## config.mk

```make
export PLATFORM = sky130hd
export DESIGN_NAME = clint_timer
export DESIGN_NICKNAME = d
export VERILOG_FILES = /design/src/rtl/clint_timer.sv
export SDC_FILE = /design/constraint.sdc
export NUM_CORES = 1
export LEC_CHECK = 0
export CAP_MARGIN = 15
export CORE_ASPECT_RATIO = 0.9
export CORE_MARGIN = 2
export CORE_UTILIZATION = 65
export CTS_CLUSTER_SIZE = 10
export DETAILED_ROUTE_END_ITERATION = 10
export DONT_BUFFER_PORTS = 1
export PLACE_DENSITY_LB_ADDON = 0.2
export SLEW_MARGIN = 20
export SYNTH_ARGS = -nofsm -noshare
export SYNTH_HDL_FRONTEND = slang
export SYNTH_SLANG_ARGS = --single-unit
```

## constraint.sdc

```tcl
create_clock -name clk -period 2.42 [get_ports clk]
set_input_delay 0.363 -clock clk [delete_from_list [all_inputs] [get_ports clk]]
set_output_delay 0.363 -clock clk [all_outputs]
set_load 0.01 [all_outputs]
```

## src/rtl/clint_timer.sv

```systemverilog
`default_nettype none
// ============================================================================
// Module      : clint_timer
// Description : Memory-mapped machine timer (mtime/mtimecmp) and software
//               interrupt (msip) with a single-outstanding request port.
// Revision    : 1.0 - initial release
// ============================================================================
module clint_timer #(
    parameter logic [63:0] BASE_ADDR = 64'h0000_0000_0200_0000,
    parameter int unsigned TICK_DIV  = 1
) (
    input  logic        clk,
    input  logic        rst_n,
    input  logic        req_valid_i,
    output logic        req_ready_o,
    input  logic        req_wen_i,
    input  logic [63:0] req_addr_i,
    input  logic [63:0] req_wdata_i,
    input  logic [7:0]  req_wmask_i,
    output logic        hit_o,
    output logic        resp_valid_o,
    input  logic        resp_ready_i,
    output logic [63:0] resp_rdata_o,
    output logic        resp_err_o,
    output logic        timer_int_o,
    output logic        soft_int_o
);

    localparam int unsigned    PW           = (TICK_DIV > 1) ? $clog2(TICK_DIV) : 1;
    localparam logic [PW-1:0]  PRESC_MAX    = PW'(TICK_DIV - 1);
    localparam logic [15:0]    OFF_MSIP     = 16'h0000;
    localparam logic [15:0]    OFF_MTIMECMP = 16'h4000;
    localparam logic [15:0]    OFF_MTIME    = 16'hBFF8;

    typedef enum logic [0:0] {
        ST_IDLE = 1'b0,
        ST_RESP = 1'b1
    } state_t;

    state_t        state_q, state_d;
    logic [63:0]   mtime_q, mtime_d;
    logic [63:0]   mtimecmp_q, mtimecmp_d;
    logic          msip_q, msip_d;
    logic [PW-1:0] presc_q, presc_d;
    logic          resp_valid_q, resp_valid_d;
    logic [63:0]   resp_rdata_q, resp_rdata_d;
    logic          resp_err_q, resp_err_d;
    logic          timer_int_q, timer_int_d;
    logic          soft_int_q, soft_int_d;

    logic          accept;
    logic          tick;
    logic          do_write;
    logic [15:0]   offset;
    logic          sel_msip, sel_cmp, sel_mtime, mapped;
    logic [63:0]   rd_val;

    function automatic logic [63:0] merge_bytes(input logic [63:0] old_val,
                                                input logic [63:0] new_val,
                                                input logic [7:0]  mask);
        logic [63:0] res;
        res = old_val;
        for (int b = 0; b < 8; b++) begin
            if (mask[b]) res[8*b +: 8] = new_val[8*b +: 8];
        end
        return res;
    endfunction

    assign hit_o  = (req_addr_i[63:16] == BASE_ADDR[63:16]);
    assign offset = req_addr_i[15:0];

    // FSM: state register
    always_ff @(posedge clk) begin
        if (!rst_n) state_q <= ST_IDLE;
        else        state_q <= state_d;
    end

    // FSM: next state and handshake outputs
    always_comb begin
        state_d     = state_q;
        req_ready_o = 1'b0;
        accept      = 1'b0;
        case (state_q)
            ST_IDLE: begin
                req_ready_o = 1'b1;
                accept      = req_valid_i;
                if (req_valid_i) state_d = ST_RESP;
            end
            ST_RESP: begin
                if (resp_ready_i) state_d = ST_IDLE;
            end
            default: state_d = ST_IDLE;
        endcase
    end

    always_comb begin
        sel_msip  = (offset == OFF_MSIP);
        sel_cmp   = (offset == OFF_MTIMECMP);
        sel_mtime = (offset == OFF_MTIME);
        mapped    = sel_msip | sel_cmp | sel_mtime;
        rd_val    = 64'd0;
        if (sel_msip)  rd_val = {63'd0, msip_q};
        if (sel_cmp)   rd_val = mtimecmp_q;
        if (sel_mtime) rd_val = mtime_q;
    end

    always_comb begin
        tick         = (presc_q == PRESC_MAX);
        presc_d      = tick ? '0 : presc_q + 1'b1;
        mtime_d      = tick ? mtime_q + 64'd1 : mtime_q;
        mtimecmp_d   = mtimecmp_q;
        msip_d       = msip_q;
        resp_valid_d = resp_valid_q;
        resp_rdata_d = resp_rdata_q;
        resp_err_d   = resp_err_q;
        timer_int_d  = (mtime_q >= mtimecmp_q);
        soft_int_d   = msip_q;
        do_write     = accept && req_wen_i && (req_wmask_i != 8'd0);

        if (accept) begin
            resp_valid_d = 1'b1;
            resp_rdata_d = req_wen_i ? 64'd0 : rd_val;
            resp_err_d   = ~mapped;
        end else if ((state_q == ST_RESP) && resp_ready_i) begin
            resp_valid_d = 1'b0;
            resp_rdata_d = 64'd0;
            resp_err_d   = 1'b0;
        end

        // A software write to mtime overrides that cycle's increment
        if (do_write && sel_mtime) mtime_d    = merge_bytes(mtime_q, req_wdata_i, req_wmask_i);
        if (do_write && sel_cmp)   mtimecmp_d = merge_bytes(mtimecmp_q, req_wdata_i, req_wmask_i);
        if (do_write && sel_msip && req_wmask_i[0]) msip_d = req_wdata_i[0];
    end

    always_ff @(posedge clk) begin
        if (!rst_n) begin
            mtime_q      <= 64'd0;
            mtimecmp_q   <= {64{1'b1}};
            msip_q       <= 1'b0;
            presc_q      <= '0;
            resp_valid_q <= 1'b0;
            resp_rdata_q <= 64'd0;
            resp_err_q   <= 1'b0;
            timer_int_q  <= 1'b0;
            soft_int_q   <= 1'b0;
        end else begin
            mtime_q      <= mtime_d;
            mtimecmp_q   <= mtimecmp_d;
            msip_q       <= msip_d;
            presc_q      <= presc_d;
            resp_valid_q <= resp_valid_d;
            resp_rdata_q <= resp_rdata_d;
            resp_err_q   <= resp_err_d;
            timer_int_q  <= timer_int_d;
            soft_int_q   <= soft_int_d;
        end
    end

    assign resp_valid_o = resp_valid_q;
    assign resp_rdata_o = resp_rdata_q;
    assign resp_err_o   = resp_err_q;
    assign timer_int_o  = timer_int_q;
    assign soft_int_o   = soft_int_q;

endmodule
`default_nettype wire

```

==> impl_results.md <==
- Result of the run: complete, but fails checks
- Violations in the final reports: negative hold slack
- Length in cells of the worst reg-to-reg path: 7
- Pwr/cell area: around 510 mW/mm²
- Type of the setup path with the least slack: flip-flop to flip-flop
- Top post-synthesis cells by area: sky130_fd_sc_hd__dfxtp_1 35%, sky130_fd_sc_hd__nand3_1 8.5%, sky130_fd_sc_hd__ha_1 7.1%
- Number of remaining DRC errors: 0
- Iteration-0 DRC count of the detailed router: 1458
- Die Y-Extent: 130 µm
- First drt pass iteration count: 9
- Flop2flop setup slack: approximately 50 ps
- Hpwl dp: 25800 µm
- Placeable Area: about 0.017 mm²
- Cell Area, Synth: approximately 0.011 mm²
- Final core utilization: about three quarters
- Synth warn: 0
- Area share of the largest cell type after synthesis: approximately a third
- Cell count after synthesis: 1504
- Unrepaired setup endpoints after global routing: true
- Number of antenna violations at the first check in global routing: 3
- End of the worst register-to-register path: mtime_q[25]$_SDFFE_PN0P_
- Min-Delay Path Depth: 1
- Crit path DAT: roughly 2700 ps
- Post-route cell area: between 0.01 and 0.015 mm²
- Number of register bits inferred by synthesis: between 150 and 200
- Routed wire length per instance: slightly above 20 µm
- Post-synth top area cell: sky130_fd_sc_hd__dfxtp_1
- CP startpoint kind: flip-flop
- Number of CTS-inserted buffers: 17
- Count of pins over their slew limit: 0
- Leading cell type in the layout, fill and taps excluded: sky130_fd_sc_hd__nand2_1
- Number of flops mapped to enable cells by yosys: 0
- Number of port buffers: 0
- First-pass GRT wire length: approximately 57000 µm
- Hold path endpoint: mtimecmp_q[4]$_SDFFE_PN1P_
- Layout overhead on the synthesized area: 13.1%
- CP endpoint kind: flip-flop
- Fin crit share: between 90 and 100%
- Number of distinct library cell variants in the gate-level netlist after synthesis: 74
- Post-route minimum period: between 2000 and 2500 ps
- Min-Delay Path Class: input pin to flip-flop
- Vias: between 10000 and 15000
- Share of synthesized registers carrying an async set or reset: 0%
- Worst IR Drop VDD: ~0.54 mV
- Clock tree from TritonCTS: done
- Transition time at the pin with the least slew margin: between 600 and 700 ps
- Layout Skew: approximately 11 ps
- Clock-pin slew of the registers on the worst-case setup and hold paths: roughly 80 ps
- Clock root buffer master: sky130_fd_sc_hd__clkbuf_16
- Max-Cap Viols: 0
- Share of final-layout standard cells stronger than drive strength 1: 10.2%
- Number of nets in the synthesized netlist: around 1700
- Total overflow reported by the global router: 0
- CTS HTree Levels: 4
- Clk sink count: approximately 200
- Clock Tree Buf Depth: 2
- Via count of the first global-routing pass: between 10000 and 15000
- Width of the die: about 140 µm
- Clock network latency to the later pin of the worst-skew pair: ~450 ps
- Worst flop-to-flop path startpoint: mtime_q[19]$_SDFFE_PN0P_
- Peak Freq: 0.422 GHz
- Top_reg_cell synth: sky130_fd_sc_hd__dfxtp_1
- Total GRT Usage: around two fifths
- GP Congestion: 1.01
- Number of primary I/O pins: about 210
- Maximum number of pins on one net before global-route repair: roughly 170
- Hold path start: rst_n
- Post-CTS setup buffers: 0
- Placed cell area: 0.0122 mm²
- Required time of the critical path: around 2800 ps
- Final hold violation count: 2
- Critical Path Fanout Max: 8
- Total wire length after detailed routing: approximately 37000 µm
- Effective utilization at floorplan: about two thirds
- Antenna Violating Nets Remaining: 0
- Worst slew slack as a fraction of its limit: a little over half
- Total negative slack: 0 ps
- Final worst hold slack: -5.52 ps
- Die Outline Area: about 0.019 mm²
- Static leakage: ~5.6 nW
- Average footprint of a synthesized cell: 7.60 µm²
- Via-to-Cell Ratio: approximately 6.7
- Number of setup violations in the final report: 0
- Most frequent cells in the layout: 207 x sky130_fd_sc_hd__nand2_1, 198 x sky130_fd_sc_hd__dfxtp_1, 192 x sky130_fd_sc_hd__nand3_1, 111 x sky130_fd_sc_hd__o21ai_0, 84 x sky130_fd_sc_hd__buf_4
- Number of rows created at floorplan: between 40 and 50
- Part of the Yosys area used for sequential elements: roughly a third
- Number of nets at the end of the flow: roughly 1700
==> per-stage QoR <==
| stage | cells | hold slack (ps) | power [mW] | setup slack, ps |
|---|---|---|---|---|
| after CTS | 1774 | 0.952 | 6.54 | 92.7 |
| after global routing | 1782 | -5.25 | 6.70 | -38.9 |
| after detailed placement | 1742 | 447 | 3.57 | -43.2 |
| after floorplan | 1504 | 451 | 3.55 | 196 |
| after global placement | 1742 | 446 | 3.56 | -0.998 |
| final | 1782 | -5.52 | 6.56 | 50.0 |
==> layout make-up <==
class,instances,area (µm²)
clock buffer,20,457
sequential,199,3990
multi-input combinational,1137,6880
inverter,79,297
timing repair buffer,98,851
antenna,3,7.51
fill,1287,4130
tap,235,294
clock inverter,11,160
==> kinds of logic after synthesis <==
kind of cell / count (synthesis) / synth area share [%]
buffers and inverters: 168 / 5.87
DFF: 199 / 34.9
xor gates and xnor gates: 8 / 0.613
muxes: 10 / 0.931
AOI/OAI and AO/OA: 347 / 19.4
adders and majority gates: 65 / 7.12
and+or+nand+nor: 706 / 31.2
other: 1 / 0.0328
==> state kept, by name, summed over array words and instances (netlist names) <==
register,flops
resp_rdata_o,64
presc_q,1
soft_int_o,1
resp_valid_o,1
mtimecmp_q,64
msip_q,1
mtime_q,64
state_q,1
resp_err_o,1
timer_int_o,1
==> cells in the mapped netlist, drive strengths merged (3+ instances only) <==
cell type and instances:
a311oi 3, a32oi 3, o21ai 117, a22oi 67, buf 22, xnor2 6
and4 11, clkbuf 67, a2bb2oi 4, a21boi 3, mux2i 5, and2 82
a21o 7, o22ai 5, o31a 3, dfxtp 199, nor2b 6, nor4 39
or3 9, ha 65, nand2 207, and3 16, nand3 193, nand3b 3
o221ai 3, a31oi 18, nor3 40, nand2b 5, mux2 5, o211ai 3
inv 79, nand4 38, a21oi 59, o21a 8, nor2 49, a211oi 21
or4 3
==> worst max-delay path by stage <==
stage / startpoint / end / slack [ps] / cells after the start
floorplan: req_addr_i[1] / mtime_q[18]$_SDFFE_PN0P_ / 200 / 6
global placement: req_addr_i[1] / mtime_q[22]$_SDFFE_PN0P_ / -1 / 6
detailed placement: req_addr_i[1] / mtime_q[22]$_SDFFE_PN0P_ / -40 / 6
CTS: mtime_q[28]$_SDFFE_PN0P_ / mtime_q[50]$_SDFFE_PN0P_ / 90 / 7
global route: mtime_q[19]$_SDFFE_PN0P_ / mtime_q[25]$_SDFFE_PN0P_ / -40 / 7
finish: mtime_q[19]$_SDFFE_PN0P_ / mtime_q[25]$_SDFFE_PN0P_ / 50 / 7
==> metal layers <==
metal | part of all wire [%] | routed length [µm] | vias up | track usage, %
met2 | 44 | 16200 | 757 | 60.3
met1 | 40 | 14600 | 5552 | 50.7
li1 | - | - | 5502 | -
met4 | 4.1 | 1510 | 0 | 15.8
met3 | 12 | 4280 | 120 | 9.76
met5 | 0 | 0 | - | 0
==> power by group <==
part | leakage, nW | total [mW] | switching (mW) | internal [mW]
Sequential | 1.61 | 3.29 | 0.0119 | 3.28
Clock | 0.296 | 3.05 | 1.35 | 1.70
Combinational | 3.66 | 0.221 | 0.147 | 0.0734
==> critical path: stages, from the launching register on <==
cell and delay (ps):
sky130_fd_sc_hd__dfxtp_1 470, sky130_fd_sc_hd__nand3_1 270, sky130_fd_sc_hd__or2_1 330, sky130_fd_sc_hd__nor4_1 440, sky130_fd_sc_hd__buf_4 210, sky130_fd_sc_hd__nand4_1 80, sky130_fd_sc_hd__or3_1 310, sky130_fd_sc_hd__a31oi_1 170
==> what timing repair did <==
action	CTS	global route
hold endpoints to repair	1	10
hold buffers	1	5
resized for setup	2	14
setup endpoints to repair	3	24
pin swaps	0	0
Power figures use the tool's default switching activity.
